[src/rtl/mem_stage_pkg.sv]
// Shared pipeline package: instruction-type tags, data-memory sizing and
// the EX/MEM pipeline-register payload.
package mem_stage_pkg;

   // Data-memory word-address width (DEPTH = 2**DMEM_ADDR_W words).
   localparam int DMEM_ADDR_W = 6;

   // Instruction-type tags carried down the pipeline for tracking.
   localparam logic [3:0] BUBBLE     = 4'd0;
   localparam logic [3:0] INS_RTYPE  = 4'd1;
   localparam logic [3:0] INS_ITYPE  = 4'd2;
   localparam logic [3:0] INS_LOAD   = 4'd3;
   localparam logic [3:0] INS_STORE  = 4'd4;
   localparam logic [3:0] INS_BRANCH = 4'd5;
   localparam logic [3:0] INS_JUMP   = 4'd6;

   // Everything EX hands to MEM in one bundle.
   typedef struct packed {
      logic        wreg;
      logic        m2reg;
      logic        wmem;
      logic        branch;
      logic        zero;
      logic [31:0] alu_r;
      logic [31:0] in_b;
      logic [31:0] pc;
      logic [4:0]  dest_r;
      logic [3:0]  ins_type;
      logic [3:0]  ins_number;
   } ex_mem_t;

   localparam int EX_MEM_W = $bits(ex_mem_t);

   // A bubble is an all-zero bundle tagged as BUBBLE.
   localparam ex_mem_t EX_MEM_BUBBLE = '{ins_type: BUBBLE, default: '0};

endpackage

[src/rtl/mem_stage_reg_exe_mem.sv]
// EX/MEM pipeline register. Same rst/flush/stall behaviour as the other
// pipeline registers: rst > flush > stall > load.
module Reg_EXE_MEM
   import mem_stage_pkg::*;
(
   input  logic                clk,
   input  logic                rst,
   input  logic                i_stall,
   input  logic                i_flush,
   input  logic [EX_MEM_W-1:0] i_d,
   output logic [EX_MEM_W-1:0] o_q
);

   logic [EX_MEM_W-1:0] r_q;

   // Load a bubble on rst/flush, hold on stall, otherwise capture EX.
   always_ff @(posedge clk) begin
      // NOTE: state is updated with <= so every flop samples pre-edge values.
      if (rst || i_flush) begin
         r_q <= EX_MEM_BUBBLE;
      end else if (!i_stall) begin
         r_q <= i_d;
      end
   end

   assign o_q = r_q;

endmodule

[src/rtl/mem_stage.sv]
// MIPS memory stage: EX/MEM register, word-addressed local data memory,
// branch resolution and forwarding of write-back control to WB.
module mem_stage
   import mem_stage_pkg::*;
#(
   parameter int ADDR_W = DMEM_ADDR_W
)
(
   input  logic        clk,
   input  logic        rst,
   input  logic        stall,
   input  logic        flush,
   input  logic        ex_wreg,
   input  logic        ex_m2reg,
   input  logic        ex_wmem,
   input  logic [31:0] ex_aluR,
   input  logic [31:0] ex_inB,
   input  logic [4:0]  ex_destR,
   input  logic        ex_branch,
   input  logic [31:0] ex_pc,
   input  logic        ex_zero,
   input  logic [3:0]  EXE_ins_type,
   input  logic [3:0]  EXE_ins_number,
   output logic        mem_wreg,
   output logic        mem_m2reg,
   output logic [31:0] mem_aluR,
   output logic [31:0] mem_mdata,
   output logic [4:0]  mem_destR,
   output logic        mem_pcsrc,
   output logic [31:0] mem_branch_pc,
   output logic [3:0]  MEM_ins_type,
   output logic [3:0]  MEM_ins_number
);

   localparam int DEPTH = 1 << ADDR_W;

   ex_mem_t           w_ex;
   ex_mem_t           w_mem;
   logic [ADDR_W-1:0] w_idx;
   logic [31:0]       r_dmem [DEPTH];

   assign w_ex = '{
      wreg:       ex_wreg,
      m2reg:      ex_m2reg,
      wmem:       ex_wmem,
      branch:     ex_branch,
      zero:       ex_zero,
      alu_r:      ex_aluR,
      in_b:       ex_inB,
      pc:         ex_pc,
      dest_r:     ex_destR,
      ins_type:   EXE_ins_type,
      ins_number: EXE_ins_number
   };

   Reg_EXE_MEM u_reg_exe_mem (
      .clk     (clk),
      .rst     (rst),
      .i_stall (stall),
      .i_flush (flush),
      .i_d     (w_ex),
      .o_q     (w_mem)
   );

   // Byte offset and bits above the memory size are dropped: addresses
   // wrap modulo DEPTH words and misalignment is silently ignored.
   assign w_idx = w_mem.alu_r[ADDR_W+1:2];

   // Commit the store sitting in MEM, unless reset lands on this edge.
   // A stalled store rewrites the same word with the same data.
   always_ff @(posedge clk) begin
      // NOTE: the memory array is deliberately not reset; only its write is gated.
      if (!rst && w_mem.wmem) begin
         r_dmem[w_idx] <= w_mem.in_b;
      end
   end

   // Asynchronous read: a same-cycle store to this word is seen next cycle.
   assign mem_mdata      = r_dmem[w_idx];

   assign mem_wreg       = w_mem.wreg;
   assign mem_m2reg      = w_mem.m2reg;
   assign mem_aluR       = w_mem.alu_r;
   assign mem_destR      = w_mem.dest_r;
   assign mem_pcsrc      = w_mem.branch & w_mem.zero;
   assign mem_branch_pc  = w_mem.pc;
   assign MEM_ins_type   = w_mem.ins_type;
   assign MEM_ins_number = w_mem.ins_number;

endmodule

[config.mk]
export PLATFORM = sky130hd
export DESIGN_NAME = mem_stage
export DESIGN_NICKNAME = d
export VERILOG_FILES = /design/src/rtl/mem_stage_pkg.sv /design/src/rtl/mem_stage_reg_exe_mem.sv /design/src/rtl/mem_stage.sv
export SDC_FILE = /design/constraint.sdc
export NUM_CORES = 2
export LEC_CHECK = 0
export ABC_AREA = 0
export CAP_MARGIN = 20
export CORE_AREA = 2 2 548 550
export DETAILED_ROUTE_END_ITERATION = 12
export DIE_AREA = 0 0 550 552
export PLACE_DENSITY = 0.51
export SLEW_MARGIN = 20
export SYNTH_ARGS = -nofsm -noshare
export SYNTH_HDL_FRONTEND = slang
export SYNTH_SLANG_ARGS = --single-unit
[constraint.sdc]
create_clock -name clk -period 4.3 [get_ports clk]
set_input_delay 0.43 -clock clk [delete_from_list [all_inputs] [get_ports clk]]
set_output_delay 0.43 -clock clk [all_outputs]
set_load 0.005 [all_outputs]
==> impl_metrics.tcl <==
set metrics [dict create \
    status "complete, no violations" \
    hold_depth 3 \
    start_util_pct 27.8 \
    postSynthNetCount 4031 \
    rrSetupSlack_ps 960 \
    cp-end-kind "primary output" \
    wl_per_cell_um 28.0 \
    vias 41500 \
    fmax_mhz 236 \
    regArea_mm2 0.0640 \
    dp_hpwl_um 146000 \
    rsz0062_at_grt "yes" \
    worst-path-max-fanout 7 \
    final_max_slew_viol_count 0 \
    final_antenna_net_count 0 \
    skew_ps 132 \
    cts_tree "built" \
    antenna_found_initial 32 \
    synth_compound_area_share_pct 2.64 \
    reg2reg_to "r_dmem[30][19]$_DFFE_PP_" \
    synth_edf_count 2048 \
    clk_pin_slew_worst_paths_ps 60 \
    r2r_start "u_reg_exe_mem.o_q[111]$_SDFFE_PP0N_" \
    ir_worst_vdd_mv 0.320 \
    gp_congestion 0.852 \
    drt-pass1-iter-count 5 \
    p_total_w 0.0435 \
    cts_num_sinks 2168 \
    layout-drive-gt1-share_pct 30.0 \
    synth_ff_type "edfxtp_1" \
    critPathLaunchType "flop" \
    fin_util_pct 33.6 \
    core_mm2 0.298 \
    worst_slew_pin_slew_ps 949 \
    ctsHoldBuffers 0 \
    finalCritPeriodShare_pct 98.7 \
    worstHoldStart "ex_inB[25]" \
    dp_slack_ps 30.6 \
    required_ps 3870 \
    min_path_type "in -> reg" \
    setup_viol 0 \
    synth-xor-area-share_pct 0 \
    drt_iter0_drc 3868 \
    hold_viol_final 0 \
    synth_adder_area_share_pct 0 \
    yosys_warnings 0 \
    syn_to_final_growth_pct 21.0 \
    syn-cell-area_mm2 0.0829 \
    dpl_cell_area_mm2 0.0917 \
    grt_remaining_overflow 0 \
    avgSynthCellArea_um2 21.2 \
    synth_top_family_by_area "multiplexers" \
    synth.distinct_cells 45 \
    finalSetupTns_ps 0 \
    grt_pass1_wl_um 336000 \
    row_count 201 \
    leakagePower_nw 34.4 \
    synth.area.mux_share_pct 16.0 \
    n_fill_cell 28300 \
    drc 0 \
    clockRootBuffer "clkbuf_16" \
    crit_type "reg -> out" \
    totalWireLength_um 240000 \
    max_slew_margin_pct 36.6 \
    rr_worst_depth 4 \
    drt-vias-per-instance 4.85 \
    clk_path_buf_depth 4 \
    design_area_mm2 0.100 \
    die_x_um 550 \
    period_needed_ps 4240 \
    multi_input_area_mm2 0.0184 \
    hold_end "u_reg_exe_mem.o_q[70]$_SDFFE_PP0N_" \
    timing.final.ws_setup_ps 55.9 \
    num-nets-final 4530 \
    syn_inst 3913 \
    grt_use_total_pct 15.5 \
    die_area_mm2 0.304 \
    yosys.area_share.simple_pct 2.06 \
    synth-seq-cells 2168 \
    maxCapViolCount 0 \
    worstPathArrival_ps 3810 \
    ys_seq_area_share_pct 77.1 \
    grt_max_degree 66 \
    io_buffers 229 \
    grt_pass1_vias 42700 \
    async_flop_share_pct 0 \
    numCtsBuffers 227 \
    cts.htree.levels 4 \
    worstSkewPairLatency_ps 920 \
    powerDensity_mw_per_mm2 434 \
    die_h_um 552 \
    ios 230 \
]
worst max-delay path by stage:
stage,end,slack (ps),cells after the start
6_report,mem_mdata[16],60,9
5_1_grt,mem_mdata[6],-70,10
4_1_cts,mem_mdata[24],-90,9
3_5_place_dp,mem_mdata[1],30,9
3_3_place_gp,mem_mdata[1],60,9
2_1_floorplan,r_dmem[50][0]$_DFFE_PP_,380,4
state kept, by name, summed over array words and instances (netlist names), named ones only:
signal             cells
r_dmem              2048
u_reg_exe_mem.o_q    114
metal layers:
metal	vias to the layer above	routed length (um)	global-route usage (%)
li1	17200	-	-
met1	22500	101000	20.8
met2	1442	116000	25.4
met3	319	14900	2.59
met4	8	7860	5.13
met5	-	57	0
area by class of cell:
type	count	area share [%]
Tap cell	3958	4.94
Clock buffer	289	5.96
Clock inverter	121	1.03
Timing Repair Buffer	570	5.96
Antenna cell	15	0.0374
Sequential cell	2168	63.8
Multi-Input combinational cell	1445	18.3
metrics by stage:
step	instances	hold slack, ps
finish	8566	142
global route	8561	116
CTS	8524	84.8
detailed placement	8095	446
global placement	8095	440
floorplan	3913	455
cells by family after synthesis:
| family | count (synthesis) |
|---|---|
| flops | 2168 |
| simple gates | 376 |
| mux | 742 |
| buf+inv | 300 |
| compound gates | 327 |
cells in the final DEF (no fill, tap or decap), types with 8 or more instances in the layout:
master	instances
clkbuf_16	230
buf_6	13
clkinv_2	42
clkdlybuf4s50_1	222
a31oi_1	8
a221oi_2	10
nor4_4	8
edfxtp_1	2048
bufinv_16	14
mux2i_1	223
a211oi_1	30
o22ai_2	12
a221oi_1	16
o21ai_0	42
o22ai_1	89
nor2_1	160
diode_2	15
dfxtp_2	30
buf_12	54
clkinv_1	46
o221ai_1	19
buf_4	254
nand2_1	21
dfxtp_1	83
mux4_2	458
a21oi_1	28
clkbuf_1	56
nor4_2	9
buf_16	13
nor4_1	8
nand2b_1	10
a21oi_2	12
o22a_1	16
mux2_2	53
nor2b_1	31
nor3_1	19
nor2_4	61
where the power goes:
part,total (W),internal [W],switching (W),leakage [nW]
combinational,0.00167,0.000722,0.000943,8.00
clock,0.0188,0.0106,0.00817,3.43
sequential,0.0230,0.0230,0.0000698,22.9
critical path, stage by stage, from the launching register on:
cell	delay [ps]
dfxtp_4	450
buf_12	200
buf_16	150
mux4_2	500
mux2_2	330
a221oi_4	390
buf_4	230
nor4_4	60
buf_4	150
clkdlybuf4s50_1	440
synthesized netlist by cell type (3+ instances only):
| cell | instances | area [um2] |
|---|---|---|
| nor2_1 | 225 | 845 |
| clkbuf_1 | 60 | 225 |
| nor3_1 | 25 | 125 |
| nand2b_1 | 13 | 81.3 |
| mux4_2 | 458 | 10300 |
| edfxtp_1 | 2048 | 61500 |
| a21oi_1 | 41 | 205 |
| buf_6 | 22 | 248 |
| mux2_2 | 54 | 608 |
| buf_1 | 16 | 60.1 |
| dfxtp_1 | 120 | 2400 |
| a31oi_1 | 14 | 87.6 |
| mux2i_1 | 230 | 2300 |
| nand4_1 | 3 | 18.8 |
| a221oi_1 | 32 | 280 |
| o22ai_1 | 104 | 651 |
| nand3b_1 | 3 | 22.5 |
| buf_2 | 76 | 380 |
| nor4_1 | 25 | 156 |
| or3_1 | 4 | 25.0 |
| o22a_1 | 17 | 149 |
| nand2_1 | 26 | 97.6 |
| nand3_1 | 7 | 35.0 |
| o21a_1 | 4 | 30.0 |
| a211oi_1 | 33 | 248 |
| a311oi_1 | 8 | 70.1 |
| nor2b_1 | 32 | 200 |
| o221ai_1 | 20 | 175 |
| o21ai_0 | 45 | 225 |
| buf_4 | 123 | 923 |
| or2_2 | 3 | 18.8 |
what timing repair did:
action,CTS,global route
setup endpoints to repair,32,28
pin swaps,4,9
buffers inserted,13,25
gates cloned,6,2
gates resized for setup,111,66
Power figures use the tool's default switching activity.
